### src/rtl/piso_pkg.sv
// Shared types and constants for the parallel-in / serial-out serializer.
package piso_pkg;

  // Serializer control states.
  typedef enum logic [0:0] {
    StIdle  = 1'b0,
    StShift = 1'b1
  } state_e;

  // Parity modes selected by the PARITY parameter.
  localparam int unsigned PAR_NONE = 0;
  localparam int unsigned PAR_EVEN = 1;
  localparam int unsigned PAR_ODD  = 2;

  // Parity bit for a word whose XOR-reduction is ones_odd.
  function automatic logic parity_bit(input int unsigned mode, input logic ones_odd);
    return (mode == PAR_ODD) ? ~ones_odd : ones_odd;
  endfunction

endpackage

### src/rtl/piso_bit_counter.sv
// Frame bit index counter with synchronous clear and terminal-count flag.
module piso_bit_counter #(
  parameter int unsigned CntWidth = 3,
  parameter int unsigned LastIdx  = 4
) (
  input  logic                clk,
  input  logic                rst,
  input  logic                load,
  input  logic                en,
  output logic [CntWidth-1:0] count,
  output logic                tc
);

  logic [CntWidth-1:0] count_q;

  // Clear on load (new frame or frame end), otherwise count advanced bits.
  always_ff @(posedge clk or posedge rst) begin
    if (rst) begin
      count_q <= '0;
    end else if (load) begin
      count_q <= '0;
    end else if (en) begin
      count_q <= count_q + 1'b1;
    end
  end

  assign count = count_q;
  assign tc    = (count_q == CntWidth'(LastIdx));

endmodule

### src/rtl/piso_serializer.sv
// Parallel-in / serial-out serializer with a one-entry holding buffer, optional
// parity bit and gapless back-to-back framing.
module piso_serializer
  import piso_pkg::*;
#(
  parameter int unsigned WIDTH      = 8,
  parameter int unsigned MSB_FIRST  = 0,
  parameter int unsigned PARITY     = 0,
  parameter bit          IDLE_LEVEL = 1'b0
) (
  input  logic             clk,
  input  logic             rst,
  input  logic             in_valid,
  output logic             in_ready,
  input  logic [WIDTH-1:0] in_data,
  input  logic             shift_en,
  output logic             ser_out,
  output logic             ser_valid,
  output logic             ser_first,
  output logic             ser_last,
  output logic             busy
);

  localparam int unsigned FrameLen = (PARITY != PAR_NONE) ? WIDTH + 1 : WIDTH;
  localparam int unsigned CntW     = $clog2(WIDTH + 2);

  state_e            state_q, state_d;
  logic              buf_full_q, buf_full_d;
  logic [WIDTH-1:0]  buf_q, buf_d;
  logic [WIDTH:0]    sr_q, sr_d;
  logic [WIDTH:0]    frame_word;
  logic [CntW-1:0]   cnt;
  logic              tc;
  logic              xfer, frame_end, load_word, advance;

  assign in_ready  = ~buf_full_q;
  assign xfer      = in_valid & in_ready;
  assign frame_end = (state_q == StShift) & shift_en & tc;
  assign load_word = buf_full_q & ((state_q == StIdle) | frame_end);
  assign advance   = (state_q == StShift) & shift_en & ~tc;
  assign busy      = (state_q == StShift) | buf_full_q;

  // Frame in transmit order: bit 0 leaves first, parity (if any) sits on top.
  always_comb begin
    frame_word = '0;
    for (int unsigned i = 0; i < WIDTH; i++) begin
      frame_word[i] = (MSB_FIRST != 0) ? buf_q[WIDTH-1-i] : buf_q[i];
    end
    if (PARITY != PAR_NONE) begin
      frame_word[WIDTH] = parity_bit(PARITY, ^buf_q);
    end
  end

  // Holding buffer: emptied by a load; a concurrent transfer refills it.
  always_comb begin
    buf_full_d = buf_full_q;
    buf_d      = buf_q;
    if (load_word) begin
      buf_full_d = 1'b0;
    end
    if (xfer) begin
      buf_full_d = 1'b1;
      buf_d      = in_data;
    end
  end

  // Shift register: load a frame, shift right on each advanced bit.
  always_comb begin
    sr_d = sr_q;
    if (load_word) begin
      sr_d = frame_word;
    end else if (advance) begin
      sr_d = {1'b0, sr_q[WIDTH:1]};
    end else if (frame_end) begin
      sr_d = '0;
    end
  end

  // Datapath registers.
  always_ff @(posedge clk or posedge rst) begin
    if (rst) begin
      buf_full_q <= 1'b0;
      buf_q      <= '0;
      sr_q       <= '0;
    end else begin
      buf_full_q <= buf_full_d;
      buf_q      <= buf_d;
      sr_q       <= sr_d;
    end
  end

  piso_bit_counter #(
    .CntWidth (CntW),
    .LastIdx  (FrameLen - 1)
  ) u_bit_counter (
    .clk   (clk),
    .rst   (rst),
    .load  (load_word | frame_end),
    .en    (advance),
    .count (cnt),
    .tc    (tc)
  );

  // FSM state register.
  always_ff @(posedge clk or posedge rst) begin
    if (rst) begin
      state_q <= StIdle;
    end else begin
      state_q <= state_d;
    end
  end

  // FSM next state: start on a buffered word, stop at a frame end with nothing queued.
  always_comb begin
    state_d = state_q;
    unique case (state_q)
      StIdle:  if (buf_full_q) state_d = StShift;
      StShift: if (frame_end && !buf_full_q) state_d = StIdle;
      default: state_d = StIdle;
    endcase
  end

  // FSM outputs: serial line is driven from the shift register only while shifting.
  always_comb begin
    ser_valid = 1'b0;
    ser_first = 1'b0;
    ser_last  = 1'b0;
    ser_out   = IDLE_LEVEL;
    if (state_q == StShift) begin
      ser_valid = 1'b1;
      ser_out   = sr_q[0];
      ser_first = (cnt == '0);
      ser_last  = tc;
    end
  end

endmodule

### config.mk
export PLATFORM = sky130hd
export DESIGN_NAME = piso_serializer
export DESIGN_NICKNAME = d
export VERILOG_FILES = /design/src/rtl/piso_pkg.sv /design/src/rtl/piso_bit_counter.sv /design/src/rtl/piso_serializer.sv
export SDC_FILE = /design/constraint.sdc
export NUM_CORES = 1
export LEC_CHECK = 0
export CAP_MARGIN = 20
export CORE_MARGIN = 2
export CORE_UTILIZATION = 47
export DETAILED_ROUTE_END_ITERATION = 10
export PLACE_DENSITY = 0.79
export SLEW_MARGIN = 0
export SYNTH_ARGS = -nofsm -noshare
export SYNTH_HDL_FRONTEND = slang
export SYNTH_HIERARCHICAL = 1
export SYNTH_SLANG_ARGS = --single-unit
### constraint.sdc
create_clock -name clk -period 2 [get_ports clk]
set_clock_uncertainty 0.2 [all_clocks]
set_input_delay 0.4 -clock clk [delete_from_list [all_inputs] [get_ports clk]]
set_output_delay 0.4 -clock clk [all_outputs]
set_load 0.05 [all_outputs]
; ---- Yosys cells after proc, flatten, opt, wreduce, memory -nomap -nowiden
; Index checks and enable logic that the tools add are counted.
[word_totals]
output_inout_bits = 6
input_bits = 12
elab_cells = 38
regBits = 23
[op_classes]
eq_ne = 1
reduce_logical = 6
n_bitwise = 11
n_mux = 14
add_sub_neg = 1
[ops]
columns = op, n
row1 = $mux W9, 3
row2 = $mux W1, 8
row3 = $mux W4, 2
row4 = $and A1 B1 Y1, 5
row5 = $add A4 B1 Y4 const B, 1
row6 = $eq A4 B3 Y1 const B, 1
row7 = $logic_not A4 Y1, 1
row8 = $reduce_bool A2 Y1, 2
row9 = $not A1 Y1, 3
row10 = $or A1 B1 Y1, 3
row11 = $reduce_bool A3 Y1, 1
row12 = $pmux W1 S2, 1
row13 = $logic_and A1 B1 Y1, 1
row14 = $logic_not A1 Y1, 1

; ---- Longest topological paths before layout
[depth]
word_depth = 6
ltp_mapped = 9

; ---- By module
; Netlist, hierarchy kept.
[by_module_without_submodules]
columns = module, n_inst, seq_area_each_um2, cells_each, area_each_um2
row1 = piso_serializer, 1, 450.4, 80, 929.6
row2 = piso_bit_counter, 1, 100.1, 19, 203.9

; ---- Worst setup path before layout
; No wires, ideal clock.
[synth_path]
path_type = register -> output
from = reg state_q
to = out ser_first
arrival_ns = 1.998
required_time_ns = 1.400
slack_ns = -0.598
stages_incl_launch_ff = 4
path_cell_list = dfrtp_1 > buf_2 > nand2_1 > nor3_1
[synth_between]
elab_chain_len = 1
[synth_rtl]
columns = element, line
row1 = "start, declared", piso_serializer.sv:27  ; state_e state_q, state_d;
row2 = "start signal, assigned", piso_serializer.sv:107  ; state_q <= StIdle;
row3 = "start signal, assigned", piso_serializer.sv:109  ; state_q <= state_d;
row4 = $mux W1, piso_serializer.sv:129  ; if (state_q == StShift) begin
row5 = "end, declared", piso_serializer.sv:19  ; output logic ser_first,
; Every way passes these cells.

; ---- Worst setup path after layout
[layout_path]
from = reg u_bit_counter.count_q[1] (netlist: u_bit_counter/count[1])
to = out ser_first
[layout_between]
elab_chain_len = 2
[layout_rtl]
columns = element, line
row1 = "start, declared", piso_bit_counter.sv:14  ; logic [CntWidth-1:0] count_q;
row2 = "start signal, assigned", piso_bit_counter.sv:23  ; count_q <= count_q + 1'b1;
row3 = $logic_not A4 Y1, piso_serializer.sv:132  ; ser_first = (cnt == '0);
row4 = $mux W1, piso_serializer.sv:129
; Every way passes these cells.

==> metrics.txt <==
status finished, final reports clean; flop and latch count out of synthesis 22; dominant cells by area after synthesis sky130_fd_sc_hd__dfrtp_1 (49%), sky130_fd_sc_hd__mux2_4 (11%), sky130_fd_sc_hd__mux2i_1 (7.9%), sky130_fd_sc_hd__and4b_1 (6.2%), sky130_fd_sc_hd__inv_1 (3.6%); synthesized instance count 99; routability-driven placement congestion ratio 0.741; leakage component of the power ~0.80 nW; post-route fraction of the period consumed by the critical path 97.3%; non-filler cells, final ~160; highest net fanout along the worst path 3; pin slew with the least headroom to its limit around 240 ps; global routing usage summed across all routing layers 18.5%; clock sink count 22; diodes inserted 0; Routed WL per cell 13.2 um; Highest Clock Rate ~0.5 GHz; Remaining DRCs 0; CP Capture Type primary output; type of element launching the critical path register; total power divided by cell area 1250 mW/mm^2; maximum vdd ir drop about 0.00076 V; Slew Limit Fails 0; proportion of netlist area held by the largest area contributor 48.6%; kind of path behind the tightest hold check in -> async; Post-DP HPWL between 1500 and 2000 um; Clock H-tree levels 1; slew margin rel. between 80% and 90%; type of the setup path with the least slack reg -> out; average size of a mapped cell around 11 um^2; I/O pin cnt 18; post-synthesis net count 112; data arrival time of the critical path 1350 ps; clock latency reported for the late side of the worst-skew pair roughly 310 ps; DR iter-0 viols 11; maximum number of pins on one net before global-route repair 19; routed vias slightly above 800; Via-to-Cell Ratio 5.13; drt total wl approximately 2100 um; required arrival time at the worst endpoint approximately 1400 ps; Yosys top cell by area sky130_fd_sc_hd__dfrtp_1; maximum clock path buffer count 2; Core Footprint between 0.002 and 0.0025 mm^2; wire length of the first global-routing pass between 3000 and 4000 um; Cell Rows 17; cell total after placement between 100 and 150; post-layout util 68.6%; Netlist Area Pre-Place roughly 0.0011 mm^2; initial standard-cell utilization of the core 50.3%; Antenna Violating Nets Remaining 0; number of global-route vias before repair between 800 and 900; initial antenna violation count 0; die extent in y about 53 um; number of max-cap violations 0; count of input and output buffers 17; library cell used as clock root buffer sky130_fd_sc_hd__clkbuf_4; total number of yosys warnings 6; clock tree from TritonCTS built; horizontal die dimension roughly 53 um; Congestion Overflow GR 0; total CTS buffers 3; floorplan die area between 0.002 and 0.003 mm^2; 1st-pass router iterations 3; fin nets 145; RSZ-0062 raised after global routing yes; area growth from synthesis to layout 36.5%; final hold violations 0; number of different library cells in the post-synthesis netlist 27; sequential-to-total area share from yosys stat between 40% and 50%; Period minus WS final roughly 1900 ps; clock slew at reported path FFs around 120 ps; final setup violation count 0; share of layout cells above drive strength 1 36.6%
[sequential cells by signal, indices dropped and copies added, names as in the netlist]
| signal | flops |
|---|---|
| state_q | 1 |
| u_bit_counter/count | 4 |
| buf_q | 8 |
| buf_full_q | 1 |
| sr_q | 8 |
[worst paths after layout]
| path | startpoint | end | slack, ps | cells past startpoint |
|---|---|---|---|---|
| worst max register to register | u_bit_counter/count[1] | sr_q[7] | 160 | 8 |
| worst min-delay path | rst | u_bit_counter/count[3] | 80 | 2 |
| min in group clk | buf_q[3] | buf_q[3] | 320 | 1 |
| worst min register to register | buf_q[3] | buf_q[3] | 320 | 1 |
| worst max-delay path | u_bit_counter/count[1] | ser_first | 50 | 5 |
| max in group asynchronous | rst | state_q | 1180 | 3 |
[worst max-delay path: stages (launching register included)]
cell	delay, ps
sky130_fd_sc_hd__dfrtp_1	400
sky130_fd_sc_hd__buf_4	150
sky130_fd_sc_hd__nor2_2	110
sky130_fd_sc_hd__nand2_2	70
sky130_fd_sc_hd__nor3_4	150
sky130_fd_sc_hd__buf_12	160
[cell type report]
type | count | area, um^2
timing repair buffer | 33 | 338
fill | 181 | 707
tap | 28 | 35.0
multi-input combinational | 61 | 529
inverter | 11 | 41.3
clock buffer | 3 | 22.5
clock inverter | 1 | 30.0
sequential | 22 | 552
[cells in the mapped netlist, drive strengths merged]
cell type	count
mux2	8
nor2	6
a21oi	8
nand3	1
nand2b	1
ha	1
a21boi	1
dfrtp	22
mux2i	9
nand2	6
o21a	1
and4b	7
and2	2
nor2b	2
buf	5
nand4	1
a21bo	1
nor3	1
xnor2	1
o21ai	1
or2	2
inv	11
nand3b	1
[cells by family (layout without fill, tap and decap cells)]
kind of cell | Yosys count | count (layout) | share of synthesized area (%)
adders and majority gates | 1 | 1 | 1.10
DFF | 22 | 22 | 48.6
buffers and inverters | 16 | 48 | 7.51
xor gates and xnor gates | 1 | 1 | 0.773
and+or+nand+nor | 30 | 30 | 17.0
AOI/OAI and AO/OA | 12 | 12 | 6.51
muxes | 17 | 17 | 18.5
[repair_timing]
action	in CTS	in global routing
setup endpoints to repair	1	3
pin swaps	1	3
gates cloned	0	0
hold buffers	0	0
setup buffers	2	4
resized for setup	5	2
[report_power, final]
part | internal [mW] | switching [mW]
Combinational | 0.477 | 0.357
Clock | 0.203 | 0.137
Sequential | 0.629 | 0.128
Total | 1.31 | 0.623
[stage by stage]
stage	hold slack [ps]	setup slack, ps	instance area (um^2)	power (mW)	setup TNS (ps)
3_3_place_gp	294	81.8	1430	1.51	0
3_5_place_dp	297	30.7	1430	1.55	0
5_1_grt	105	-31.5	1550	2.05	-51.8
2_1_floorplan	-33.9	37.5	1150	1.27	0
6_report	83.4	53.1	1550	1.93	0
4_1_cts	79.0	14.0	1510	1.94	0
[per-layer routing]
layer	wire length, um	track usage [%]	part of all wire (%)
met5	0	0	0
met4	24	8.97	1.1
met3	67	3.39	3.2
met2	1110	31.7	53
met1	904	22.1	43
[placed cells by master, fill, tap and decap left out, types with 2 or more instances in the layout]
cell / count
sky130_fd_sc_hd__nand2_2: 2
sky130_fd_sc_hd__clkbuf_4: 3
sky130_fd_sc_hd__mux2_4: 8
sky130_fd_sc_hd__buf_12: 5
sky130_fd_sc_hd__nor2_1: 4
sky130_fd_sc_hd__mux2i_1: 9
sky130_fd_sc_hd__and4b_1: 7
sky130_fd_sc_hd__a21oi_1: 8
sky130_fd_sc_hd__clkdlybuf4s50_1: 11
sky130_fd_sc_hd__buf_4: 17
sky130_fd_sc_hd__dfrtp_1: 21
sky130_fd_sc_hd__nand2_1: 4
sky130_fd_sc_hd__inv_1: 11
sky130_fd_sc_hd__or2_2: 2
Note: power is estimated with default switching activity, not from simulation.
==> variant 1: new RTL, same settings <==
Make the reset (`rst`) synchronous in 3 clocked blocks.
--- a/src/rtl/piso_bit_counter.sv
+++ b/src/rtl/piso_bit_counter.sv
@@ -14,7 +14,7 @@
   logic [CntWidth-1:0] count_q;
 
   // Clear on load (new frame or frame end), otherwise count advanced bits.
-  always_ff @(posedge clk or posedge rst) begin
+  always_ff @(posedge clk) begin
     if (rst) begin
       count_q <= '0;
     end else if (load) begin
--- a/src/rtl/piso_serializer.sv
+++ b/src/rtl/piso_serializer.sv
@@ -77,7 +77,7 @@
   end
 
   // Datapath registers.
-  always_ff @(posedge clk or posedge rst) begin
+  always_ff @(posedge clk) begin
     if (rst) begin
       buf_full_q <= 1'b0;
       buf_q      <= '0;
@@ -102,7 +102,7 @@
   );
 
   // FSM state register.
-  always_ff @(posedge clk or posedge rst) begin
+  always_ff @(posedge clk) begin
     if (rst) begin
       state_q <= StIdle;
     end else begin
Formal check against the unedited RTL: differs if rst is asserted again (counterexample within 4 cycles, from zero or initial values and one cycle with rst high); with rst held inactive, the same outputs for 10 cycles.
==> variant 1 against the unedited design <==
  * Design area down 12%
  * Critical path depth unchanged
  * Setup slack about the same
  * Area after synthesis is 16% lower
  * Global-route usage decreased by 0.38 points
  * Wire length decreased by 3.9%
  * Synthesized cell count is 3.0% higher
  * Register-to-register slack improved by 0.04 ns
  * Fmax hardly changed
  * Sequential cell count stayed put
  * Critical path type unchanged
  * Highest routed layer unchanged
Power is not compared: it rests on default switching activity, and its combinational part moved more than twofold at a synthesized area within 25%.
==> variant 1: results (changes against the unedited design) <==
[finish]
multi_input_gates=75  ; was 61
multi_input_area_um2=538  ; was 529 um2
buf_share_pct=21.4  ; was 21.8%
inverters=1  ; was 11
nets=143  ; was 145
n_all_buffers=27  ; was 33

[place]
dpl.hpwl_um=1410  ; was 1510 um
gp_congestion=0.733  ; was 0.741

[global_routing]
grt_max_degree=24  ; was 19
grt_pass1_wl_um=3320  ; was 3640 um

[yosys]
synth_seq_area_share_pct=46.2  ; was 48.6%
synth_nets=115  ; was 112
syn_area_per_cell_um2=9.35  ; was 11.5 um2
ys_types=28  ; was 27
muxShareOfSynthArea_pct=2.23  ; was 18.5%
ys.flop_type=dfxtp_1  ; was dfrtp_1
async_reset_ff_share_pct=0  ; was 100%
yosys-top-cells-count=dfxtp_1 (22), nand2_1 (20), a21oi_1 (10)  ; was dfrtp_1 (22), inv_1 (11), mux2i_1 (9)

[run_status]
status=finished clean  ; unchanged

[drt]
dr.pass1.iters=4  ; was 3
wl_met1_um=895  ; was 904 um
drt-initial-drc-count=19  ; was 11

[setup_path]
timing.rr.start=u_bit_counter/count[1]  ; unchanged
critPathSlowestCell=dfxtp_4  ; was dfrtp_1
r2r_end=u_bit_counter/count[2]  ; was sr_q[7]

variant 1: cells by family (layout without fill, tap and decap cells):
kind of cell             Yosys count  count (layout)
AND/OR/NAND/NOR                   51              51
flip-flops                        22              22
AO/OA/AOI/OAI                     20              20
buffers and inverters              5              32
multiplexers                       2               2
adder cells (fa/ha/maj)            1               1
XOR/XNOR                           1               1
variant 1: metrics by stage:
stage / utilization [%] / worst slack (ns)
finish: 70.4 / 0.0535
global route: 70.4 / -0.0154
CTS: 67.3 / 0.00994
detailed placement: 63.9 / 0.0467
global placement: 63.9 / 0.0729
floorplan: - / -0.0652
variant 1: worst max-delay path by stage:
stage	startpoint	endpoint	slack, ns	cells past startpoint
after detailed placement	shift_en	sr_q[6]	0.05	6
after CTS	u_bit_counter/count[1]	ser_last	0.01	5
after global routing	u_bit_counter/count[1]	ser_last	-0.02	5
after global placement	shift_en	sr_q[5]	0.07	5
final	u_bit_counter/count[1]	ser_last	0.05	5
after floorplan	state_q	ser_first	-0.07	2
==> variant 2: new RTL, config.mk and constraints unchanged <==
Without the edit above. `WIDTH`: 8 -> 16.
--- a/src/rtl/piso_serializer.sv
+++ b/src/rtl/piso_serializer.sv
@@ -3,7 +3,7 @@
 module piso_serializer
   import piso_pkg::*;
 #(
-  parameter int unsigned WIDTH      = 8,
+  parameter int unsigned WIDTH      = 16,
   parameter int unsigned MSB_FIRST  = 0,
   parameter int unsigned PARITY     = 0,
   parameter bit          IDLE_LEVEL = 1'b0
Interface: changed (resized in_data); port bits go from 18 to 26. No check against the original RTL was run, so the function may have changed too.
==> variant 2 against the unedited design <==
  * The flow now finishes with violations (setup timing)
  * Via count is 71% higher
  * Wire length is 89% higher
  * Non-clock buffer count rose by 14
  * Area after synthesis increased by 70%
  * Global-route usage about the same
  * Critical path depth down 2
  * Count of clock-buffer cells in the layout increased by 4
  * Sequential cell count up 17
  * Power is 40% higher
  * Design area grew 68%
  * Sequential share of layout area grew 2.0 points
  * Largest power group is now registers
  * Setup slack lost 0.29 ns
  * Combinational power rose by 7.8%
==> variant 2: results (changes against the unedited design) <==
[finish]
layout-drive-gt1-share_pct=32.6  ; was 36.6%
area_growth_pct=34.4  ; was 36.5%
fill_cells=318  ; was 181
nets=236  ; was 145

[setup_path]
reg2reg_slack_ns=-0.13  ; was 0.16 ns
r2r_end=sr_q[10]  ; was sr_q[7]
cp_slowest_stage_delay_ns=0.56  ; was 0.40 ns
crit_arrival_ns=1.64  ; was 1.35 ns
critPathSlowestCell=or4b_4  ; was dfrtp_1

[global_routing]
first_global_vias=1341  ; was 829
grt_pass1_wl_um=6180  ; was 3640 um
grt_max_degree=35  ; was 19

[clock_network]
cts.repair.resized=0  ; was 5
root_buffer=clkbuf_8  ; was clkbuf_4
cts_setup_buffers=1  ; was 2
path_clk_slew_ns=0.08  ; was 0.12 ns
worst_skew_pair.late_latency_ns=0.29  ; was 0.31 ns

[yosys]
yosys-top-cells-count=dfrtp_1 (39), inv_1 (20), mux2i_1 (17)  ; was dfrtp_1 (22), inv_1 (11), mux2i_1 (9)
yosys.area_share.adder_pct=1.30  ; was 1.10%
yosys-top-cells-area=dfrtp_1 (51%), mux2i_1 (8.8%), and4b_1 (5.2%), mux2_2 (4.7%), a21oi_1 (4.2%)  ; was dfrtp_1 (49%), mux2_4 (11%), mux2i_1 (7.9%), and4b_1 (6.2%), inv_1 (3.6%)
synth-compound-area-share_pct=8.11  ; was 6.51%
synth-xor-area-share_pct=0.454  ; was 0.773%
synth_nets=194  ; was 112
muxShareOfSynthArea_pct=14.3  ; was 18.5%

[sta]
tns_ns=-1.54  ; was 0 ns
worstMarginPinSlew_ns=0.436  ; was 0.236 ns
setup_slack_ns=-0.241  ; was 0.0531 ns
setup_viol=20  ; was 0

[drt]
via_per_inst=5.26  ; was 5.13
vias=1395  ; was 816
drt-initial-drc-count=55  ; was 11

[place]
place_area_um2=2350  ; was 1430 um2
dpl.hpwl_um=2680  ; was 1510 um

[run_status]
status=finished, violations left  ; was finished clean
violations=setup timing

[power]
power.leakage_nw=1.32  ; was 0.799 nW
irDropWorstVdd_v=0.000508  ; was 0.000757 V

-- variant 2: cell types whose count changed in the layout (fill, tap and decap cells not counted), sizes merged, moves of 5 or more --
cell and delta:
nand2 +5, clkdlybuf4s50 +8, and4b +8, o21ai +7, buf +5, inv +9, clkbuf +5, mux2i +8
a21oi +8, dfrtp +17
-- variant 2: cell families (layout without fill, tap and decap cells) --
kind of cell	Yosys count	count (layout)
AND/OR/NAND/NOR	44	44
flip-flops	39	39
buffers and inverters	32	75
AO/OA/AOI/OAI	28	28
multiplexers	26	26
adder cells (fa/ha/maj)	2	2
XOR/XNOR	1	1
-- variant 2: layer usage --
| layer | track usage [%] | vias up | wire, um |
|---|---|---|---|
| met5 | 0 | - | 0 |
| met1 | 23.6 | 682 | 1680 |
| li1 | - | 673 | - |
| met2 | 30.2 | 31 | 2060 |
| met3 | 3.45 | 9 | 145 |
| met4 | 9.00 | 0 | 92 |
-- variant 2: worst min path at each step --
stage | start | to | slack, ns | cells past startpoint
6_report | rst | u_bit_counter/count[1] | 0.13 | 2
3_3_place_gp | buf_q[14] | buf_q[14] | 0.29 | 1
3_5_place_dp | buf_q[2] | buf_q[2] | 0.30 | 1
4_1_cts | rst | u_bit_counter/count[1] | 0.14 | 2
5_1_grt | rst | u_bit_counter/count[3] | 0.15 | 2
2_1_floorplan | rst | u_bit_counter/count[0] | -0.02 | 1
-- variant 2: layout make-up --
cell class                      instances  area share, %
Sequential cell                        39           37.7
Multi-Input combinational cell        101           33.0
Timing Repair Buffer                   47           20.0
Clock buffer                            7           3.71
Inverter                               20           2.89
Tap cell                               50           2.41
Clock inverter                          1          0.289
-- variant 2: power breakdown --
part           switching, mW  leakage, nW  internal [mW]
combinational          0.408        0.779          0.492
sequential             0.153        0.489           1.07
clock                  0.273       0.0505          0.314
total                  0.834         1.32           1.87
